File: src/rtl/writeback_stage_pkg.sv
// Shared MEM/WB definitions: word layout, halt encoding, bubble value and the
// writeback state enum.
package writeback_stage_pkg;

  localparam int WORD_W        = 36;
  localparam int WB_DATA_W     = 24;
  localparam int WB_REG_ADDR_W = 4;

  localparam int OP_TYPE_MSB    = 35;
  localparam int OP_TYPE_LSB    = 34;
  localparam int OP_CODE_MSB    = 33;
  localparam int OP_CODE_LSB    = 30;
  localparam int MEM_TO_REG_BIT = 29;
  localparam int REG_WRITE_BIT  = 28;
  localparam int RC_MSB         = 27;
  localparam int RC_LSB         = 24;
  localparam int QA_MSB         = 23;
  localparam int QA_LSB         = 0;

  localparam logic [1:0]        HALT_OP_TYPE = 2'b11;
  localparam logic [3:0]        HALT_OP_CODE = 4'hF;
  localparam logic [WORD_W-1:0] BUBBLE_WORD  = '0;

  typedef struct packed {
    logic [1:0]               op_type;
    logic [3:0]               op_code;
    logic                     mem_to_reg;
    logic                     reg_write;
    logic [WB_REG_ADDR_W-1:0] rc;
    logic [WB_DATA_W-1:0]     qa;
  } mem_wb_t;

  typedef enum logic {
    RUN    = 1'b0,
    HALTED = 1'b1
  } wb_state_t;

  function automatic logic is_halt_word(input mem_wb_t w);
    return (w.op_type == HALT_OP_TYPE) && (w.op_code == HALT_OP_CODE);
  endfunction

endpackage

File: src/rtl/wb_forward_hist.sv
// Slot-1 bypass history: holds the previously retired writeback for decode.
// Loads on the edge after the write, holds while load is low; rst clears it.
module wb_forward_hist #(
  parameter int DATA_W     = 24,
  parameter int REG_ADDR_W = 4
) (
  input  logic                  clk,
  input  logic                  rst,
  input  logic                  load,
  input  logic                  src_valid,
  input  logic [REG_ADDR_W-1:0] src_rc,
  input  logic [DATA_W-1:0]     src_data,
  output logic                  hist_valid,
  output logic [REG_ADDR_W-1:0] hist_rc,
  output logic [DATA_W-1:0]     hist_data
);

  always_ff @(posedge clk) begin
    if (rst) begin
      hist_valid <= 1'b0;
      hist_rc    <= '0;
      hist_data  <= '0;
    end else if (load) begin
      hist_valid <= src_valid;
      hist_rc    <= src_rc;
      hist_data  <= src_data;
    end
  end

endmodule

File: src/rtl/writeback_stage.sv
// Writeback: result select, regfile write port, two-deep bypass history and
// RUN/HALTED control; en=0 stalls all state. WB_RETIRE_COUNT_EN adds retireCount.
module writeback_stage
  import writeback_stage_pkg::*;
#(
  parameter int DATA_W     = WB_DATA_W,
  parameter int REG_ADDR_W = WB_REG_ADDR_W
`ifdef WB_RETIRE_COUNT_EN
  , parameter int CNT_W    = 32
`endif
) (
  input  logic                  clk,
  input  logic                  rst,
  input  logic                  en,
  input  logic [WORD_W-1:0]     bufferOut,
  input  logic [DATA_W-1:0]     aluResult,
  output logic                  regWriteEn,
  output logic [REG_ADDR_W-1:0] regWriteAddr,
  output logic [DATA_W-1:0]     regWriteData,
  output logic                  fwdValid0,
  output logic [REG_ADDR_W-1:0] fwdRc0,
  output logic [DATA_W-1:0]     fwdData0,
  output logic                  fwdValid1,
  output logic [REG_ADDR_W-1:0] fwdRc1,
  output logic [DATA_W-1:0]     fwdData1,
  output logic                  halted
`ifdef WB_RETIRE_COUNT_EN
  , output logic [CNT_W-1:0]    retireCount
`endif
);

  mem_wb_t     word;
  wb_state_t   state;
  wb_state_t   state_nxt;
  logic        is_halt;
  logic        is_bubble;
  logic        running;
  logic        advance;
  logic        wants_write;
  logic [DATA_W-1:0] write_data;

  assign word        = mem_wb_t'(bufferOut);
  assign is_halt     = is_halt_word(word);
  assign is_bubble   = (bufferOut == BUBBLE_WORD);
  assign running     = (state == RUN);
  assign advance     = en & running;
  assign write_data  = word.mem_to_reg ? word.qa : aluResult;
  // Valid even while stalled: the held word is still the youngest producer.
  assign wants_write = word.reg_write & ~is_halt & running;

  assign regWriteEn   = en & wants_write;
  assign regWriteAddr = word.rc;
  assign regWriteData = write_data;

  assign fwdValid0 = wants_write;
  assign fwdRc0    = word.rc;
  assign fwdData0  = write_data;

  assign halted = (state == HALTED);

  always_ff @(posedge clk) begin
    if (rst) begin
      state <= RUN;
    end else begin
      state <= state_nxt;
    end
  end

  // HALTED is sticky; only rst leaves it.
  always_comb begin
    state_nxt = state;
    case (state)
      RUN:     if (en && is_halt) state_nxt = HALTED;
      HALTED:  state_nxt = HALTED;
      default: state_nxt = RUN;
    endcase
  end

  wb_forward_hist #(
    .DATA_W     (DATA_W),
    .REG_ADDR_W (REG_ADDR_W)
  ) u_hist (
    .clk        (clk),
    .rst        (rst),
    .load       (advance),
    .src_valid  (wants_write),
    .src_rc     (word.rc),
    .src_data   (write_data),
    .hist_valid (fwdValid1),
    .hist_rc    (fwdRc1),
    .hist_data  (fwdData1)
  );

`ifdef WB_RETIRE_COUNT_EN
  // Halt words retire too; bubbles never do.
  always_ff @(posedge clk) begin
    if (rst) begin
      retireCount <= '0;
    end else if (advance && !is_bubble) begin
      retireCount <= retireCount + 1'b1;
    end
  end
`endif

endmodule

File: config.mk
export PLATFORM = sky130hd
export DESIGN_NAME = writeback_stage
export DESIGN_NICKNAME = d
export VERILOG_FILES = /design/src/rtl/writeback_stage_pkg.sv /design/src/rtl/wb_forward_hist.sv /design/src/rtl/writeback_stage.sv
export SDC_FILE = /design/constraint.sdc
export NUM_CORES = 1
export LEC_CHECK = 0
export ABC_AREA = 0
export BUFFER_PORTS_ARGS = -buffer_cell sky130_fd_sc_hd__buf_2
export CAP_MARGIN = 20
export CORE_MARGIN = 10
export CORE_UTILIZATION = 41
export DETAILED_ROUTE_END_ITERATION = 8
export GPL_TIMING_DRIVEN = 0
export PLACE_DENSITY = 0.92
export SLEW_MARGIN = 20
export SYNTH_ARGS = -nofsm -noshare
export SYNTH_HDL_FRONTEND = slang
export SYNTH_SLANG_ARGS = --single-unit
File: constraint.sdc
create_clock -name clk -period 4.3 [get_ports clk]
set_input_delay 1.29 -clock clk [delete_from_list [all_inputs] [get_ports clk]]
set_output_delay 1.29 -clock clk [all_outputs]
set_load 0.005 [all_outputs]
# Word-level counts from Yosys, hierarchy flattened
# Cells that the tools add are included.
dict set report word_totals {
  reg_bits 30
  inputBits 63
  output_inout_bits 88
}
dict set report classes {
  bitwise_logic 6
  n_eq_ne 2
  n_mux 3
  n_reduce_logical 2
}
# op count
set op_table {}
lappend op_table {{$mux 24} 1}
lappend op_table {{$and 1x1->1} 4}
lappend op_table {{$eq 4x4->1 const B} 1}
lappend op_table {{$eq 2x2->1 const B} 1}
lappend op_table {{$logic_and 1x1->1} 2}
lappend op_table {{$not 1->1} 2}
lappend op_table {{$pmux 1 s2} 1}
lappend op_table {{$mux 1} 1}

# Longest topological paths before layout
dict set report logic_depth {
  ltp_word 6
  ltp_mapped 5
  depth_no_buf 3
}

# By module
# Synthesis repeated with hierarchy kept, for this count alone.
dict set report unflattened {
  hier_cells 162
  hier_area_um2 1749.2
}
# mod instances seq_area_each_um2 area_each_um2 cells_per_inst
set by_module_without_submodules {}
lappend by_module_without_submodules {wb_forward_hist 1 580.6 1032.2 93}
lappend by_module_without_submodules {writeback_stage 1 20.0 716.9 69}

# Worst setup path before layout
# OpenSTA, ideal clock, no wires.
dict set report synth_timing {
  kind {input -> output}
  start {input port bufferOut[29]}
  end {output port regWriteData[14]}
  arrival_ns 1.996
  t_required_ns 3.010
  path_stages 4
  path_slack_ns 1.014
  path_cell_list {buf_6 -> buf_12 -> mux2_4 -> buf_4}
}
dict set report synth_via {
  elab_chain_cells 1
}
# item line
set synth_rtl {}
lappend synth_rtl {{start: declaration} writeback_stage.sv:15} ;# input logic [WORD_W-1:0] bufferOut,
lappend synth_rtl {{$mux 24} writeback_stage.sv:47} ;# assign write_data = word.mem_to_reg ? word.qa : aluResult;
lappend synth_rtl {{end: declaration} writeback_stage.sv:19} ;# output logic [DATA_W-1:0] regWriteData,
# No other way between the ends.

# Worst setup path after layout
dict set report layout_timing {
  start {input port bufferOut[35]}
  end {output port fwdValid0}
}
dict set report layout_via {
  elab_chain_cells 5
}
# item line
set layout_rtl {}
lappend layout_rtl {{$eq 2x2->1} writeback_stage_pkg.sv:39} ;# return (w.op_type == HALT_OP_TYPE) && (w.op_code == HALT_OP_CODE);
lappend layout_rtl {{$logic_and 1x1->1} writeback_stage_pkg.sv:39}
lappend layout_rtl {{$not 1->1} writeback_stage.sv:49} ;# assign wants_write = word.reg_write & ~is_halt & running;
lappend layout_rtl {{$and 1x1->1 (2 in a row)} writeback_stage.sv:49}
lappend layout_rtl {{end: declaration} writeback_stage.sv:20} ;# output logic fwdValid0,
# No other way between the ends.

==> results by group <==
Setup path
  • Flop2flop setup slack: 3.09 ns
  • Max incr delay on CP: 0.40 ns
  • Crit path required time: 3.01 ns
  • Crit path max-delay cell type: or3_1
  • Worst setup EP type: output port
  • Worst Path Class, Setup: input port to output port
  • Crit start category: input port
  • Critical-path cell list: buf_2 -> nand2_1 -> or3_1 -> and3_1 -> buf_2
  • Cell mode on critical path: buf_2
  • Data arrival time of the worst path: 2.16 ns
  • Crit path max fanout: 2

Yosys
  • Avg Cell Area, Syn: 9.078 um^2
  • Top cells by area, synth: dfxtp_1, mux2_4, buf_4
  • Yosys warns: 0
  • Top-area cell type share of the netlist area: 0.3376
  • Synth Instances: 196
  • Sequential area share after synthesis: 0.3376
  • Most used DFF post-synth: dfxtp_1
  • #FFs+latches synth: 30
  • Post-Synthesis Cell Area: 1779 um^2
  • Synth cell types: 21
  • Async set or reset register ratio after synthesis: 0
  • EDFF count, synth: 0
  • Post-synth top cells: nor2_1, buf_4, dfxtp_1, mux2_4, nor3_1
  • Post-synth top area cell: dfxtp_1
  • Count leader, synth: nor2_1
  • Syn Nets: 259

Routing
  • Post-route DRC violation count: 0
  • Top layer in use: met4
  • DR pass1 iterations: 4
  • Vias per cell: 4.557
  • Vias: 1,832
  • Routed WL per cell: 14.95 um
  • Routed WL: 6009 um
  • ANT nets after route: 0
  • Starting DRT DRC Count: 58
  • Met3 WL: 657 um
  • Met2 wire length: 3233 um
  • Wl on met1: 2017 um

STA
  • Final Setup Violations: 0
  • Setup TNS Final: 0 ns
  • Clock Skew: 0.002598 ns
  • Slew HR: 0.6370
  • Maximum clock frequency: 289.8 MHz
  • Worst Tran Pin Value: 0.5445 ns
  • Final Hold Viols: 0
  • RSZ-0062 raised after global routing: false
  • Max Slew Vio Count: 0
  • Period minus WS final: 3.451 ns
  • Final Cycle Share: 0.8025

Final layout
  • Share of layout cells above drive strength 1: 0.6676
  • Ant. Diodes: 0
  • Final instance area: 2664 um^2
  • Final Net Count: 415
  • Filler cells: 370
  • P&R area growth vs syn: 49.72%

Placement
  • DP Area: 2587 um^2
  • Hpwl dp: 5266 um
  • Port Buffers: 149
  • GPL Wtd Cong: 0.7805

Clocking
  • CTS H-tree depth: 2
  • Setup Buffers After CTS: 0
  • Worst-Skew Late Latency: 0.27 ns
  • Post-CTS Hold Buffers: 0
  • Longest Clk Path Bufs: 2
  • Root buffer cell: clkbuf_8
  • CTS tree: built
  • # clock sinks: 30
  • Num CTS Buffers: 5
  • Clock transition at the registers of the reported paths: 0.06 ns
  • Post-CTS Resized: 0

Pwr
  • Max VDD drop: 0.0002173 V
  • Power per Cell Area: 278.9 nW/um^2
  • Leakage power: 1.478 nW

Global routing
  • Initial antenna violation count: 0
  • GR Overflow Total: 0
  • Tot GR Track Use: 0.1557
  • Pin count of the biggest net entering global routing: 11
  • Global-route wire length before repair: 9459 um
  • Vias in the first global route: 2,056

Die
  • Die extent in x: 85.88 um
  • I/O pin cnt: 151
  • Die Height: 85.88 um
  • Starting density of the core: 0.4354
  • Die area: 7375 um^2
  • Core area: 4086 um^2
  • Row cnt: 23

Job
  • Max-cap violations: 0

Outcome
  • Outcome: completed

Min path
  • HP Class: flip-flop to flip-flop
worst max-delay path: cells and delay by family:
kind / cells / cell delay [ns]
buf+inv: 2 / 0.22
simple gates: 3 / 0.66
area by class of cell:
class / count / area, um^2 / area share
flip-flops and latches: 30 / 600.6 / 0.2255
plain buffers: 44 / 342.8 / 0.1287
repair buffers: 149 / 745.7 / 0.2799
clock buffers: 7 / 76.32 / 0.02865
inverters: 2 / 7.507 / 0.002818
multi-input cells: 120 / 828.3 / 0.3109
well taps: 50 / 62.56 / 0.02349
metrics by stage:
step	total power, mW	setup WS (ns)	hold slack, ns	utilization	instances
final	0.7430	0.8493	0.4511	0.6519	402
after global routing	0.7922	0.7912	0.4725	0.6519	402
after CTS	0.7595	0.8477	0.4530	0.6519	402
after detailed placement	0.5534	0.8477	0.4450	0.6332	395
after global placement	0.5459	0.8731	0.4407	0.6332	395
after floorplan	0.4450	1.014	0.4527	-	196
state kept, by name (all words and copies together), names as in the netlist:
signal / flops
u_hist.hist_valid: 1
halted: 1
u_hist.hist_rc: 4
u_hist.hist_data: 24
report_power, final:
group | internal (mW) | switching (mW) | total (mW)
clock network | 0.111 | 0.0897 | 0.201
registers | 0.299 | 0.00911 | 0.308
logic | 0.134 | 0.100 | 0.234
cell families (layout without fill, tap and decap cells):
family	count (synthesis)	after routing	share of synthesized area
AO/OA/AOI/OAI	7	7	0.02250
buffers and inverters	46	202	0.1969
flip-flops	30	30	0.3376
multiplexers	24	24	0.1941
AND/OR/NAND/NOR	89	89	0.2490
path summary, 6_finish.rpt:
path	endpoint	from	cells after the start
max	fwdValid0	bufferOut[35]	5
min	u_hist.hist_valid	u_hist.hist_valid	2
max reg2reg	u_hist.hist_data[8]	halted	5
min reg2reg	u_hist.hist_valid	u_hist.hist_valid	2
per-layer routing:
layer  GRT usage  vias up
met5           0        -
met4     0.05090        0
met3     0.08136       13
met2      0.2989       89
met1      0.1334      814
li1            -      916
placed cells by master (no fill, tap or decap), drive strengths merged:
cell | synthesis | routed
a21oi | 5 | 5
and3 | 1 | 1
nand2 | 12 | 12
or3 | 1 | 1
nor3 | 24 | 24
buf | 41 | 190
o22ai | 1 | 1
inv | 2 | 2
o311ai | 1 | 1
dfxtp | 30 | 30
nor2 | 48 | 48
mux2 | 24 | 24
and2b | 1 | 1
nand2b | 2 | 2
clkbuf | 3 | 10
Note: power is estimated with default switching activity, not from simulation.
